--- src/rtl/pp_mac.sv ---
// pp_mac: streaming multiply-accumulate over one ping-pong buffer frame.
// Each frame has NODE elements. An unsigned pixel is multiplied by a signed weight, and the
// products are summed into a signed result.
// Optional feature macro: PP_MAC_RELU_EN clamps a negative frame result to zero.
// Reset: rst is synchronous and active-low.
module pp_mac #(
  parameter int unsigned INPUT  = 8,
  parameter int unsigned NODE   = 784,
  parameter int unsigned AWIDTH = $clog2(NODE),
  parameter int unsigned ACC_W  = 2*INPUT+AWIDTH+1
) (
  input  logic              clk,
  input  logic              rst,
  input  logic              pingpong_swap,
  input  logic              i_valid,
  input  logic [INPUT-1:0]  i_din,
  input  logic [INPUT-1:0]  wt_data,
  output logic              r_request,
  output logic [AWIDTH-1:0] wt_addr,
  output logic              done_read,
  output logic              res_valid,
  output logic [ACC_W-1:0]  res,
  output logic              busy
);

  // rcv_cnt needs one extra bit so it can hold NODE itself (frame complete).
  localparam int unsigned      CntW    = AWIDTH + 1;
  localparam int unsigned      ProdW   = 2*INPUT + 1;
  localparam logic [AWIDTH-1:0] ReqLast = AWIDTH'(NODE - 1);
  localparam logic [CntW-1:0]   RcvLast = CntW'(NODE - 1);
  localparam logic [CntW-1:0]   RcvFull = CntW'(NODE);

  typedef enum logic [2:0] {
    StInit,
    StIdle,
    StReq,
    StDrain,
    StOut
  } state_e;

  state_e                   state_q, state_d;
  logic [AWIDTH-1:0]        req_cnt_q, req_cnt_d;
  logic [CntW-1:0]          rcv_cnt_q, rcv_cnt_d;
  logic signed [ACC_W-1:0]  acc_q, acc_d;
  logic signed [ACC_W-1:0]  res_q, res_d;

  // Datapath signals: operands widened to the product width before the multiply.
  logic signed [INPUT:0]    pix_s;
  logic signed [INPUT-1:0]  wt_s;
  logic signed [ProdW-1:0]  pix_x;
  logic signed [ProdW-1:0]  wt_x;
  logic signed [ProdW-1:0]  prod;
  logic signed [ACC_W-1:0]  prod_ext;
  logic signed [ACC_W-1:0]  acc_sum;
  logic                     in_window;
  logic                     take;
  logic                     last_beat;
  logic                     rcv_full;

  // Signed product of one element, sign-extended to the accumulator width.
  always_comb begin
    pix_s    = signed'({1'b0, i_din});
    wt_s     = signed'(wt_data);
    pix_x    = ProdW'(pix_s);
    wt_x     = ProdW'(wt_s);
    prod     = pix_x * wt_x;
    prod_ext = ACC_W'(prod);
    acc_sum  = acc_q + prod_ext;
  end

  // Decide whether this cycle's element is accepted into the running sum.
  always_comb begin
    in_window = (state_q == StReq) || (state_q == StDrain);
    rcv_full  = (rcv_cnt_q == RcvFull);
    // Beats beyond NODE are dropped so a misbehaving buffer cannot corrupt the sum.
    take      = i_valid && in_window && !rcv_full;
    last_beat = take && (rcv_cnt_q == RcvLast);
  end

  // Next-state, counter, accumulator and result logic.
  always_comb begin
    state_d   = state_q;
    req_cnt_d = req_cnt_q;
    rcv_cnt_d = rcv_cnt_q;
    acc_d     = acc_q;
    res_d     = res_q;

    if (take) begin
      acc_d     = acc_sum;
      rcv_cnt_d = rcv_cnt_q + CntW'(1);
    end

    unique case (state_q)
      StInit: begin
        state_d = StIdle;
      end
      StIdle: begin
        if (pingpong_swap) begin
          state_d   = StReq;
          req_cnt_d = '0;
          rcv_cnt_d = '0;
          acc_d     = '0;
        end
      end
      StReq: begin
        req_cnt_d = req_cnt_q + AWIDTH'(1);
        if (req_cnt_q == ReqLast) begin
          state_d = StDrain;
        end
      end
      StDrain: begin
        // Leave as soon as the final element lands, however late it arrives.
        if (last_beat || rcv_full) begin
          state_d = StOut;
`ifdef PP_MAC_RELU_EN
          res_d = acc_d[ACC_W-1] ? '0 : acc_d;
`else
          res_d = acc_d;
`endif
        end
      end
      StOut: begin
        state_d = StIdle;
      end
      default: begin
        state_d = StInit;
      end
    endcase
  end

  // State and datapath registers; synchronous active-low reset.
  always_ff @(posedge clk) begin
    if (!rst) begin
      state_q   <= StInit;
      req_cnt_q <= '0;
      rcv_cnt_q <= '0;
      acc_q     <= '0;
      res_q     <= '0;
    end else begin
      state_q   <= state_d;
      req_cnt_q <= req_cnt_d;
      rcv_cnt_q <= rcv_cnt_d;
      acc_q     <= acc_d;
      res_q     <= res_d;
    end
  end

  // Outputs decoded from the current state.
  always_comb begin
    r_request = (state_q == StReq);
    wt_addr   = req_cnt_q;
    res_valid = (state_q == StOut);
    // INIT is held while reset is asserted, so gate its done_read pulse on release.
    done_read = ((state_q == StInit) && rst) || (state_q == StOut);
    busy      = (state_q != StIdle);
    res       = res_q;
  end

endmodule

--- config.mk ---
export PLATFORM = sky130hd
export DESIGN_NAME = pp_mac
export DESIGN_NICKNAME = d
export VERILOG_FILES = /design/src/rtl/pp_mac.sv
export SDC_FILE = /design/constraint.sdc
export NUM_CORES = 1
export LEC_CHECK = 0
export CORE_UTILIZATION = 45
export CTS_BUF_LIST = sky130_fd_sc_hd__clkbuf_16
export DETAILED_ROUTE_END_ITERATION = 6
export PLACE_DENSITY = 0.71
export SLEW_MARGIN = 20
export SYNTH_ARGS = -nofsm -noshare
export SYNTH_HDL_FRONTEND = slang
export SYNTH_SLANG_ARGS = --single-unit
--- constraint.sdc ---
create_clock -name clk -period 8 [get_ports clk]
set_input_delay 0.8 -clock clk [delete_from_list [all_inputs] [get_ports clk]]
set_output_delay 0.8 -clock clk [all_outputs]
set_load 0.01 [all_outputs]
# [Word-level counts from Yosys, hierarchy flattened]
# Index checks and enable logic that the tools add are counted.
[totals] output_inout_bits=41 inputBits=20 wordCells=46 ff_bits=78
[op_classes] n_addsub=3 reduce_logical=14 multipliers=1 eq_ne=11 mux=12
[ops] cell="27-bit 2-to-1 mux" n=3
[ops] cell="11-bit 2-to-1 mux" n=3
[ops] cell="27-bit by 17-bit adder with 27-bit output" n=1
[ops] cell="11-bit by 10-bit equality test with 1-bit output, second input constant" n=2
[ops] cell="10-bit case mux with 2 select lines" n=1
[ops] cell="9-bit by 8-bit multiplier with 17-bit output" n=1
[ops] cell="3-bit case mux with 4 select lines" n=1
[ops] cell="11-bit by 1-bit adder with 11-bit output, second input constant" n=1
[ops] cell="10-bit by 1-bit adder with 10-bit output, second input constant" n=1
[ops] cell="10-bit equality test, second input constant" n=1
[ops] cell="10-bit 2-to-1 mux" n=1
[ops] cell="3-bit 2-to-1 mux" n=3
[ops] cell="3-bit by 2-bit equality test with 1-bit output, second input constant" n=2
[ops] cell="1-bit logical AND" n=4
[ops] cell="2-bit by 1-bit != test with 1-bit output, second input constant" n=2
[ops] cell="2-bit AND reduction" n=2
[ops] cell="3-bit by 1-bit equality test with 1-bit output, second input constant" n=1
[ops] cell="3-bit equality test, second input constant" n=1
[ops] cell="3-bit zero test" n=1
[ops] cell="1-bit logical OR" n=3
[ops] cell="3-bit by 1-bit != test with 1-bit output, second input constant" n=1
[ops] cell="3-bit AND reduction" n=1
[ops] cell="2-bit != test, second input constant" n=1
[ops] cell="2-bit nonzero test" n=1
[ops] cell="2 further kinds" n=2

# [Depth between registers and ports, before layout]
# Gate-level depths: netlist of run 1.
[depth] depth_word=8 mapped_depth=20 mapped_depth_nobuf=19

# [Worst setup path before layout of run 1]
# Ideal clock, no wire load.
[synth_path] kind="input -> register" start="in wt_data[1]" end="reg res_q[24] (netlist: res[24])" path_buffers=1 required_ns=7.879 path_stages=16 t_arrival_ns=5.243 path_slack_ns=2.636 setup_time_ns=0.121 path_cell_list="clkbuf_1 > nand2_1 > fa_1 > inv_1 > fa_1 > fa_1 > fa_1 > fa_1 > ha_1 > o211ai_1 > a21o_1 > a31o_2 > a221oi_2 > or4_1 > a32oi_2 > a21oi_1"
[synth_between] elab_chain_cells=3
[synth_rtl] element="start: declaration" line="17" text="input logic [INPUT-1:0] wt_data,"
[synth_rtl] element="9-bit by 8-bit multiplier with 17-bit output" line="66" text="prod = pix_x * wt_x;"
[synth_rtl] element="27-bit by 17-bit adder with 27-bit output" line="68" text="acc_sum = acc_q + prod_ext;"
[synth_rtl] element="27-bit 2-to-1 mux" line="88" text="if (take) begin"
[synth_rtl] element="end signal: assignment" line="144" text="res_q <= res_d;"
[synth_rtl] element="end: declaration" line="45" text="logic signed [ACC_W-1:0] res_q, res_d;"
# Every way passes these cells.
# A chain may end at the register's enable or synchronous reset.

# [Final worst setup path of run 1]
[layout_path] start="in wt_data[7]" end="reg res_q[24] (netlist: res[24])"
# Same word-level chain as after synthesis.

==> flow_summary.ini, run 1 <==
[clock_network]
cts_tree = built
cts-htree-levels = 3
holdBufCountCts = 0
cts_resized = 0
clock-sinks = 78
cts_inserted_buffers = 9
post_cts_buffers = 0
cts_buffer_depth = 2
cts_root_buf = clkbuf_16
cts.clk_slew.worst_paths_ns = 0.06
clk-insertion-delay-late_ns = 0.34

[finish]
multiInputGateArea_um2 = 4761
diodes = 0
syn_to_final_growth_pct = 15.08
layout-drive-gt1-share_pct = 6.112
mostFrequentLayoutCell = ha_1
finalNonFillerCells = 1002
most-common-layout-cells = ha_1, nor2_1, dfxtp_1
fin_util_pct = 53.15
nets = 976
nFillCells = 1327
seq_area_um2 = 1562

[floorplan]
rows = 44
die-width_um = 124.4
fp.dieArea_um2 = 15470
start_util_pct = 46.18
die_y_um = 124.4
pin_count = 61
core_um2 = 14590

[routing]
drt_iter0_drc = 227
via_per_inst = 5.339
post_drt_wl_per_cell_um = 14.73
drt_wl_total_um = 14760
drc = 0
dr.pass1.iters = 4
drtAntennaViolNets = 0
vias = 5350

[critical_path]
cp-end-kind = flip-flop
crit_slowest_cell = fa_1
crit_fanout = 16
r2r_cells = 17
critPathMaxStageDelay_ns = 0.60
startpoint = wt_data[7]
crit_required_ns = 8.18
cp_cell_sequence = clkdlybuf4s50_1 > buf_4 > inv_1 > fa_1 > inv_1 > fa_1 > fa_1 > fa_1 > fa_1 > ha_1 > o211ai_1 > a21o_1 > a31o_2 > a221oi_2 > or4_1 > a32oi_2 > a21oi_1
r2r_start = acc_q[6]
critPathKind = input pin to flip-flop
arrival_ns = 6.07
critical_path.most_common_cell = fa_1
worstSetupStartpointType = input pin

[power_and_ir_drop]
total_power_mw = 1.509
power.density_nw_per_um2 = 194.6
p_leak_nw = 3.428
max-vdd-ir-drop_mv = 0.1413

[synthesis]
synth_cells = 764
synth_seq_cells = 78
syn-cell-area_um2 = 6738
async_flop_share_pct = 0
syn_nets = 927
synth_area_leaders = dfxtp_1, ha_1, fa_1
yosys.area.top_type = dfxtp_1
ys_seq_area_share_pct = 23.18
syn_avg_cell_area_um2 = 8.819
synth_ff_type = dfxtp_1
synth_edf_count = 0
synth_warnings = 0
synth_top_cell_area_share_pct = 23.18
yosysUniqueCellTypes = 56

[sta]
fin_crit_sh_pct = 73.66
rsz0062_at_grt = no
final_max_slew_viol_count = 0
setup_viol = 0
layout_min_cycle_time_ns = 5.893
worst_pin_slew_ns = 1.060
relSlewSlack_pct = 29.35
skew_ns = 0.004373
fin_tns_setup_ns = 0
max_freq_ghz = 0.1697
finalHoldViolCount = 0

[placed_design]
hpwl_um = 11450
port_buffers = 60
routabilityCongestion = 0.8855
place_inst = 986

[global_route]
antenna_found_initial = 0
grt_pass1_wl_um = 25540
grt_overflow_total = 0
grt_pass1_vias = 5304
grt_usage_pct = 19.98
grt_max_degree = 56

[flow_run]
maxCapViolCount = 0

[hold_path]
min-delay-start = acc_q[23]
holdPathStages = 2
hold_class = flip-flop to flip-flop

[run_status]
status = complete, no violations
synthesized netlist by cell type, types with 11 or more instances:
cell type and count:
fa_1 52, ha_1 91, o21ai_0 20, clkbuf_1 12, and3_1 11, a211oi_2 11
nor2_1 83, dfxtp_1 78, and2_1 34, nand2_1 70, xor2_1 14, nand3_1 18
a21oi_1 59, inv_1 74, xnor2_1 13
through the flow:
step                hold WS (ns)  worst slack, ns  instance area, µm²
finish                    0.4895            2.107                7754
global route              0.5119            1.834                7754
CTS                       0.4871            2.121                7754
detailed placement        0.4775            1.748                7465
global placement          0.4730            1.800                7465
floorplan                 0.4505            2.636                6738
final cells by class:
type	instances	area share, %
Clock inverter	7	0.8230
Sequential cell	78	20.14
Clock buffer	9	2.905
Timing Repair Buffer	64	8.133
Tap cell	184	2.969
Inverter	75	3.631
Multi-Input combinational cell	585	61.40
where the power goes:
group,internal [mW],switching [mW]
clock,0.218,0.178
sequential,0.398,0.00886
combinational,0.300,0.405
total,0.916,0.593
per-layer routing:
metal / part of all wire (%) / vias up / GRT usage [%]
li1: - / 2693 / -
met1: 49 / 2535 / 26.98
met2: 46 / 102 / 33.02
met3: 3.5 / 20 / 2.749
met4: 1.5 / 0 / 6.024
met5: 0 / - / 0
state kept, by name (all words and copies together) (netlist names):
signal     cells
acc_q         27
rcv_cnt_q     11
res           27
state_q        3
wt_addr       10
worst max-delay path: cells and delay by family:
family,cells,cell delay (ns)
compound gates,6,0.89
fa+ha+maj,6,2.92
buf+inv,4,0.91
simple gates,1,0.53
cell families (layout without fill, tap and decap cells):
kind of cell / Yosys count / count (layout) / share of synthesized area [%]
AND/OR/NAND/NOR: 253 / 253 / 17.60
AO/OA/AOI/OAI: 154 / 154 / 15.88
adder cells (fa/ha/maj): 143 / 143 / 32.35
buffers and inverters: 101 / 155 / 6.239
flip-flops: 78 / 78 / 23.18
XOR/XNOR: 27 / 27 / 3.510
multiplexers: 8 / 8 / 1.244
final timing paths:
check / endpoint / slack, ns
worst max-delay path: res[24] / 2.11
worst min-delay path: acc_q[23] / 0.49
worst max register to register: res[24] / 3.10
worst min register to register: acc_q[23] / 0.49
Note: power is estimated with default switching activity, not from simulation.
==> run 2, diff against run 1 <==
==> constraint.sdc (replaced) <==
create_clock -name clk -period 5.6 [get_ports clk]
set_input_delay 0.56 -clock clk [delete_from_list [all_inputs] [get_ports clk]]
set_output_delay 0.56 -clock clk [all_outputs]
set_load 0.01 [all_outputs]
==> run 2 against run 1 <==
- sequential power is 43% higher
- via count is 4.2% higher
- worst setup slack worse by 1.9 ns
- critical path depth stayed put
- sequential share of layout area is 1.1 points lower
- clock power is 52% higher
- critical endpoint unchanged
- largest cell class unchanged
- highest routed layer unchanged
==> flow_summary.ini, run 2 (synthesis gave the netlist of run 1 again) <==
[run_status]
status = complete, no violations

[clock_network]
cts_buffer_depth = 2
cts_tree = built
clock-sinks = 78
holdBufCountCts = 0
clk-insertion-delay-late_ns = 0.34
cts_inserted_buffers = 9
cts.clk_slew.worst_paths_ns = 0.07
cts-htree-levels = 3
cts_root_buf = clkbuf_16

[placed_design]
placed_area_um2 = 7780
hpwl_um = 11860
routabilityCongestion = 0.8389
post-place-ws_ns = -0.3063
port_buffers = 60

[floorplan]
die_y_um = 124.4
pin_count = 61
fp.dieArea_um2 = 15470
rows = 44
die-width_um = 124.4
start_util_pct = 46.18
core_um2 = 14590

[power_and_ir_drop]
pwr-share-seq_pct = 23.4
p_sw_uw = 921.8
power.density_nw_per_um2 = 304.4
max-vdd-ir-drop_mv = 0.2060
swShare_pct = 36.99
intPower_mw = 1.570
combPwrFrac_pct = 52.5
p_leak_nw = 3.673
pwr-share-clk_pct = 24.1
total_power_mw = 2.492

[critical_path]
startpoint = wt_data[7]
crit_end = res[24]
r2r_start = acc_q[6]
crit_fanout = 5
r2r_cells = 18
reg2reg_to = res[21]
crit_required_ns = 5.78
cp-end-kind = flip-flop
arrival_ns = 5.55
worstSetupStartpointType = input pin
critPathKind = input pin to flip-flop
reg2reg_setup_slack_ns = 0.79

[routing]
drc = 0
dr.pass1.iters = 5
vias = 5573
drt_wl_total_um = 15450
drtAntennaViolNets = 0
via_per_inst = 5.338
drt_iter0_drc = 209
post_drt_wl_per_cell_um = 14.80

[finish]
most-common-layout-cells = ha_1, nor2_1, dfxtp_1
diodes = 0
final_cell_area_um2 = 8185
syn_to_final_growth_pct = 21.49
nets = 1018
layout-drive-gt1-share_pct = 12.21
mostFrequentLayoutCell = ha_1

[global_route]
grt_max_degree = 56
grt_usage_pct = 20.81
grt_overflow_total = 0
antenna_found_initial = 0
grt_pass1_wl_um = 26310
grt_pass1_vias = 5680

[sta]
setup_viol = 0
layout_min_cycle_time_ns = 5.374
timing.hold.ws_ns = 0.4871
finalHoldViolCount = 0
max_freq_ghz = 0.1861
relSlewSlack_pct = 30.89
layout_setup_ws_ns = 0.2264
final_max_slew_viol_count = 0
skew_ns = 0.009051
worst_pin_slew_ns = 1.037
fin_crit_sh_pct = 95.96

[hold_path]
hold_class = flip-flop to flip-flop

[flow_run]
maxCapViolCount = 0
-- run 2: layer usage --
metal | vias up | wire length [µm] | track usage (%)
met1 | 2673 | 7234 | 26.98
met5 | - | 0 | 0
met4 | 0 | 318 | 7.867
met2 | 99 | 7340 | 34.87
met3 | 28 | 553 | 3.093
li1 | 2773 | - | -
-- run 2: final cells by class --
cell class	instances	area, µm²
fill	1329	6404
multi-input combinational	585	4852
sequential	78	1562
timing repair buffer	106	957.2
inverter	75	281.5
tap	184	230.2
clock buffer	9	225.2
clock inverter	7	77.57
-- run 2: worst max-delay path, cell delays in order --
cell	delay (ns)
clkdlybuf4s50_1	0.50
buf_4	0.15
inv_1	0.07
buf_4	0.16
nor2_1	0.16
fa_1	0.44
fa_1	0.53
fa_1	0.53
fa_1	0.51
ha_1	0.34
ha_4	0.27
a21oi_1	0.21
a31o_4	0.21
a221oi_2	0.08
or4_1	0.53
a32oi_2	0.20
a21oi_1	0.09
-- run 2: worst min-delay path by stage --
stage | startpoint | end | depth (start not counted)
4_1_cts | rcv_cnt_q[1] | rcv_cnt_q[1] | 2
2_1_floorplan | acc_q[22] | acc_q[22] | 2
3_3_place_gp | rcv_cnt_q[1] | rcv_cnt_q[1] | 2
5_1_grt | acc_q[23] | acc_q[23] | 2
6_report | acc_q[23] | acc_q[23] | 2
3_5_place_dp | rcv_cnt_q[1] | rcv_cnt_q[1] | 2
-- run 2: what timing repair did --
action	in CTS	in global routing
endpoints found under the setup margin	0	20
setup buffers	0	0
gates resized for setup	0	19
-- run 2: power groups by stage --
stage | Clock, mW | Combinational [mW] | Sequential (mW)
2_1_floorplan | 0 | 0.790 | 0.589
3_3_place_gp | 0 | 1.16 | 0.594
3_5_place_dp | 0 | 1.18 | 0.595
4_1_cts | 0.610 | 1.20 | 0.582
5_1_grt | 0.636 | 1.49 | 0.584
6_report | 0.601 | 1.31 | 0.582
-- run 2: per-stage QoR --
step           instances  setup TNS (ns)  utilization [%]
2_1_floorplan        764               0                -
3_3_place_gp        1028          -2.920            53.33
3_5_place_dp        1028          -3.437            53.33
4_1_cts             1044               0            55.40
5_1_grt             1044       -0.002140            56.11
6_report            1044               0            56.11
==> run 3, diff against run 2 <==
--- a/config.mk
+++ b/config.mk
@@ -7,6 +7,7 @@
 export LEC_CHECK = 0
 export CORE_UTILIZATION = 45
 export CTS_BUF_LIST = sky130_fd_sc_hd__clkbuf_16
+export CTS_CLUSTER_SIZE = 28
 export DETAILED_ROUTE_END_ITERATION = 6
 export PLACE_DENSITY = 0.71
 export SLEW_MARGIN = 20
==> results of run 3 <==
No change in the layout: final DEF, timing and power equal those of run 2.
